File: config.mk
export PLATFORM = sky130hd
export DESIGN_NAME = stream_mux_arb
export DESIGN_NICKNAME = d
export VERILOG_FILES = /design/src/rtl/stream_mux_arb.sv
export SDC_FILE = /design/constraint.sdc
export NUM_CORES = 1
export LEC_CHECK = 0
export ABC_AREA = 1
export CAP_MARGIN = 20
export CORE_MARGIN = 1
export CORE_UTILIZATION = 40
export CTS_BUF_LIST = sky130_fd_sc_hd__clkbuf_8
export DETAILED_ROUTE_END_ITERATION = 8
export PLACE_DENSITY_LB_ADDON = 0.3
export SYNTH_ARGS = -nofsm -noshare
export SYNTH_HDL_FRONTEND = slang
export SYNTH_SLANG_ARGS = --single-unit
File: constraint.sdc
create_clock -name clk -period 2.8 [get_ports clk]
set_clock_uncertainty 0.15 [all_clocks]
set_input_delay 0.7 -clock clk [delete_from_list [all_inputs] [get_ports clk]]
set_output_delay 0.7 -clock clk [all_outputs]
set_load 0.01 [all_outputs]
File: src/rtl/stream_mux_arb.sv
// stream_mux_arb
// N-channel valid/ready stream multiplexer with one registered output slot.
// Arbitration modes: explicit key (mode 00/11), round-robin (01) and
// fixed priority where the lowest index wins (10). The winning beat and
// its channel index are captured into the output register.
//
// Ports:
//   clk        rising-edge clock
//   rst_n      asynchronous active-low reset
//   mode       arbitration mode
//   key        channel selected in key mode
//   in_data    packed channel data, channel n at [DATA_LEN*(n+1)-1 : DATA_LEN*n]
//   in_valid   per-channel valid
//   in_ready   per-channel ready (combinational, at most one bit high)
//   out_data   registered output beat
//   out_ch     index of the channel that produced out_data
//   out_valid  output beat valid
//   out_ready  consumer ready
//   err        sticky flag: key mode with an out-of-range key while any input is valid
module stream_mux_arb #(
    parameter int NR_CH    = 4,
    parameter int DATA_LEN = 2,
    parameter int SEL_LEN  = 2
) (
    input  logic                      clk,
    input  logic                      rst_n,
    input  logic [1:0]                mode,
    input  logic [SEL_LEN-1:0]        key,
    input  logic [NR_CH*DATA_LEN-1:0] in_data,
    input  logic [NR_CH-1:0]          in_valid,
    output logic [NR_CH-1:0]          in_ready,
    output logic [DATA_LEN-1:0]       out_data,
    output logic [SEL_LEN-1:0]        out_ch,
    output logic                      out_valid,
    input  logic                      out_ready,
    output logic                      err
);

    localparam logic [SEL_LEN-1:0] LAST_CH = SEL_LEN'(NR_CH - 1);
    // One extra bit so NR_CH itself is representable for the range check.
    localparam logic [SEL_LEN:0]   NR_CH_W = (SEL_LEN + 1)'(NR_CH);

    logic [DATA_LEN-1:0] out_data_r;
    logic [SEL_LEN-1:0]  out_ch_r;
    logic                out_valid_r;
    logic                err_r;
    logic [SEL_LEN-1:0]  rr_ptr_r;

    logic                key_mode_s;
    logic                key_in_range_s;
    logic                can_load_s;
    logic                grant_valid_s;
    logic [SEL_LEN-1:0]  grant_idx_s;
    logic [SEL_LEN-1:0]  rr_cand_s;
    logic [DATA_LEN-1:0] sel_data_s;

    // Next channel in round-robin order, wrapping from the last channel to 0.
    function automatic logic [SEL_LEN-1:0] wrap_inc(input logic [SEL_LEN-1:0] ch);
        logic [SEL_LEN-1:0] nxt;
        if (ch == LAST_CH) begin
            nxt = {SEL_LEN{1'b0}};
        end else begin
            nxt = ch + {{(SEL_LEN-1){1'b0}}, 1'b1};
        end
        return nxt;
    endfunction

    // Valid bit of a channel addressed by an index; out-of-range indices read as idle.
    function automatic logic chan_valid(input logic [SEL_LEN-1:0] ch,
                                        input logic [NR_CH-1:0]   vld);
        logic v;
        v = 1'b0;
        for (int i = 0; i < NR_CH; i++) begin
            if (ch == SEL_LEN'(i)) begin
                v = vld[i];
            end else begin
                v = v;
            end
        end
        return v;
    endfunction

    assign key_mode_s     = (mode == 2'b00) || (mode == 2'b11);
    assign key_in_range_s = ({1'b0, key} < NR_CH_W);
    assign can_load_s     = !out_valid_r || out_ready;

    // Grant selection from the current mode, key, valids and round-robin pointer.
    always_comb begin
        grant_valid_s = 1'b0;
        grant_idx_s   = {SEL_LEN{1'b0}};
        rr_cand_s     = wrap_inc(rr_ptr_r);
        case (mode)
            2'b01: begin
                // Walk NR_CH candidates starting just after the last winner.
                for (int i = 0; i < NR_CH; i++) begin
                    if (!grant_valid_s && chan_valid(rr_cand_s, in_valid)) begin
                        grant_valid_s = 1'b1;
                        grant_idx_s   = rr_cand_s;
                    end else begin
                        grant_valid_s = grant_valid_s;
                    end
                    rr_cand_s = wrap_inc(rr_cand_s);
                end
            end
            2'b10: begin
                // Scan downward so the lowest valid index is the last assignment.
                for (int i = NR_CH - 1; i >= 0; i--) begin
                    if (in_valid[i]) begin
                        grant_valid_s = 1'b1;
                        grant_idx_s   = SEL_LEN'(i);
                    end else begin
                        grant_valid_s = grant_valid_s;
                    end
                end
            end
            default: begin
                // Key modes 00 and 11: only the keyed channel may win.
                for (int i = 0; i < NR_CH; i++) begin
                    if ((key == SEL_LEN'(i)) && in_valid[i]) begin
                        grant_valid_s = 1'b1;
                        grant_idx_s   = SEL_LEN'(i);
                    end else begin
                        grant_valid_s = grant_valid_s;
                    end
                end
            end
        endcase
    end

    // Data of the granted channel and the one-hot ready back to the producers.
    always_comb begin
        sel_data_s = {DATA_LEN{1'b0}};
        in_ready   = {NR_CH{1'b0}};
        for (int i = 0; i < NR_CH; i++) begin
            if (grant_idx_s == SEL_LEN'(i)) begin
                sel_data_s  = in_data[i*DATA_LEN +: DATA_LEN];
                in_ready[i] = can_load_s && grant_valid_s;
            end else begin
                in_ready[i] = 1'b0;
            end
        end
    end

    // Output slot, round-robin pointer and sticky error flag.
    always_ff @(posedge clk or negedge rst_n) begin
        if (!rst_n) begin
            out_data_r  <= {DATA_LEN{1'b0}};
            out_ch_r    <= {SEL_LEN{1'b0}};
            out_valid_r <= 1'b0;
            err_r       <= 1'b0;
            rr_ptr_r    <= LAST_CH;
        end else begin
            if (key_mode_s && !key_in_range_s && (|in_valid)) begin
                err_r <= 1'b1;
            end else begin
                err_r <= err_r;
            end
            if (grant_valid_s && can_load_s) begin
                out_data_r  <= sel_data_s;
                out_ch_r    <= grant_idx_s;
                out_valid_r <= 1'b1;
                rr_ptr_r    <= grant_idx_s;
            end else if (out_valid_r && out_ready) begin
                // Beat consumed with nothing to replace it; data/ch keep their value.
                out_valid_r <= 1'b0;
            end else begin
                out_valid_r <= out_valid_r;
            end
        end
    end

    assign out_data  = out_data_r;
    assign out_ch    = out_ch_r;
    assign out_valid = out_valid_r;
    assign err       = err_r;

endmodule
==> results.toml <==
[setup_path]
crit_end = "in_ready[3]"
rr_endpoint = "out_data[0]"
rr_startpoint = "rr_ptr_r[0]"
r2r_slack_ns = 0.07
worst_r2r_path_depth = 19
critical_path.max_fanout = 5
crit_type = "flip-flop to output port"
cp.required_ns = 1.95
endpoint_kind = "output port"
critPathLaunch = "rr_ptr_r[0]"
critPathSlowestCell = "dfstp_2"
max_stage_delay_ns = 0.60
path_cells = "clkinv_4, ha_4, nand2_1, nand3_2, nand2_2, o21ai_4, nand3_2, nor2_4, nor2_4, o22ai_4, nor2_4, nand3_4, nor2_2, buf_2"
start_kind = "flip-flop"
cp_common_cell = "nor2_4"
cp.arrival_ns = 2.43

[yosys]
synth_top_area_share_pct = 15.3
yosys.area.top_type = "nand2_1"
synth_area_um2 = 982
avgSynthCellArea_um2 = 6.30
ys_seq_elements = 7
netlist_instances = 156
yosysUniqueCellTypes = 28
ys_top_cells_by_count = "nand2_1 (40), inv_1 (22), nand3_1 (17)"
yosysSeqAreaShare_pct = 18.1
synth_nets = 185
async_reset_ff_share_pct = 100
synth_area_leaders = "nand2_1 (15%), dfrtp_1 (13%), ha_1 (13%)"
synth_enable_flop_cells = 0
synth.most_common_cell = "nand2_1"
yosysWarnings = 0
synth-main-ff-cell = "dfrtp_1"

[global_routing]
grt_pass1_wl_mm = 4.82
antenna_found_initial = 0
grt_overflow_total = 0
track_usage_pct = 23.8
grt_max_degree = 8
grt_pass1_vias = 1210

[clocking]
clk_path_buf_depth = 2
clk_latency_ns = 0.22
cts_hold_buffers = 0
cts-root-buf = "clkbuf_8"
h-tree-depth = 1
cts_tree = "built"
cts_buffers = 3
clk_pin_slew_ns = 0.04
cts_sinks = 7

[worst_hold_path]
hold_class = "flip-flop to flip-flop"
hold_start = "out_data[0]"
hold_depth = 2

[die]
std_cell_rows = 17
pin_count = 29
start_util_pct = 43.6
die_x_um = 51.6
coreArea_mm2 = 0.00225
dieHeight_um = 51.6
dieArea_mm2 = 0.00266

[finish]
drive_gt1_share_pct = 41.4
diodes = 0
finalNonFillerCells = 248
final_nets = 250
area_growth_pct = 75.8

[drt]
drt_iter0_drc = 28
wirelength_mm = 3.02
num_vias = 1217
final_antenna_net_count = 0
drc = 0
routedWlPerCell_um = 12.2
dr.pass1.iters = 4
via_per_inst = 4.91

[sta]
fin_crit_sh_pct = 117
finalHoldViolations = 0
timing.final.ws_setup_ns = -0.485
clock.fmax_mhz = 304
min_period_ns = 3.28
setup_viol = 4
slew_violations = 0
rsz0062_at_grt = "yes"

[outcome]
violations = "setup timing"
run_status = "complete, but fails checks"

[placement]
gp_congestion = 0.843
numPortBuffers = 27
pre_cts_ws_ns = -1.02
hpwlAfterDp_mm = 2.17
placedCellCount = 232

[power_and_ir_drop]
p_leak_nw = 0.878
p_per_area_mw_per_mm2 = 861
ir_drop_mv = 0.741

[run]
drv_cap = 0
## state kept, by name, indices dropped and copies added (netlist names)
| name | flops |
|---|---|
| out_ch | 2 |
| out_data | 2 |
| rr_ptr_r | 2 |
| out_valid | 1 |
## worst min path at each step
stage                  endpoint  slack [ns]
floorplan             out_ch[0]        0.25
global placement      out_ch[1]        0.31
detailed placement  out_data[0]        0.32
CTS                 out_data[0]        0.34
global route        out_data[0]        0.38
finish              out_data[0]        0.33
## area by class of cell
type / count / area (µm²)
Fill cell: 165 / 528
Inverter: 31 / 128
Timing Repair Buffer: 61 / 515
Multi-Input combinational cell: 117 / 826
Sequential cell: 7 / 178
Clock inverter: 1 / 3.75
Clock buffer: 3 / 41.3
Tap cell: 28 / 35.0
## cells in the final DEF, fill, tap and decap left out, drive strengths merged
| cell type | count |
|---|---|
| dfstp | 2 |
| inv | 30 |
| nand4 | 3 |
| a21oi | 5 |
| dlygate4sd2 | 4 |
| buf | 38 |
| nor2 | 17 |
| xor2 | 1 |
| clkbuf | 3 |
| nand2 | 48 |
| o211ai | 1 |
| ha | 10 |
| nand3b | 1 |
| nand3 | 19 |
| o21ai | 5 |
| a31oi | 1 |
| clkdlybuf4s50 | 19 |
| clkinv | 2 |
| o22ai | 1 |
| nor3 | 1 |
| conb | 1 |
| or2 | 1 |
| o31ai | 2 |
| dfrtp | 5 |
## kinds of logic (layout without fill, tap and decap cells)
logic type	Yosys count	after routing	synth area share, %
xor+xnor	1	1	0.892
fa+ha+maj	10	10	12.7
compound gates	15	15	9.68
flops	7	7	18.1
simple gates	90	90	45.5
buf+inv	32	96	12.7
other cells	1	1	0.382
## power breakdown
group | switching, mW | internal [mW] | leakage (nW) | total (mW)
clock | 0.0382 | 0.0943 | 0.0269 | 0.132
combinational | 0.608 | 0.552 | 0.770 | 1.16
sequential | 0.0435 | 0.151 | 0.0806 | 0.194
total | 0.690 | 0.797 | 0.878 | 1.49
## metrics by stage
| step | TNS, ns | cell area, µm² | util [%] | power (mW) | hold slack [ns] |
|---|---|---|---|---|---|
| detailed placement | -4.11 | 1460 | 64.8 | 1.05 | 0.323 |
| global route | -2.59 | 1730 | 76.6 | 1.60 | 0.382 |
| CTS | -1.58 | 1640 | 72.9 | 1.37 | 0.336 |
| floorplan | 0 | 997 | - | 0.732 | 0.254 |
| global placement | -3.70 | 1460 | 64.8 | 1.01 | 0.315 |
| finish | -1.84 | 1730 | 76.6 | 1.49 | 0.332 |
## worst max-delay path: cells and delay by family, from the launching register on
kind                       cells  cell delay (ns)
and+or+nand+nor                9             0.98
AOI/OAI and AO/OA              2             0.19
DFF                            1             0.60
adders and majority gates      1             0.19
buffers and inverters          2             0.26
## timing repair
action	4_1_cts	5_1_grt
endpoints found under the hold margin	0	0
setup endpoints to repair	4	6
pin swaps	10	3
gates resized for setup	42	14
buffers inserted	8	4
## routing by layer
metal | track usage [%] | share of wire, % | vias to the layer above
met5 | 0 | 0 | -
met4 | 10.8 | 1.4 | 0
met3 | 1.75 | 2.2 | 6
met2 | 46.5 | 55 | 31
met1 | 25.5 | 41 | 561
li1 | - | - | 619
(Power assumes the default switching activity.)
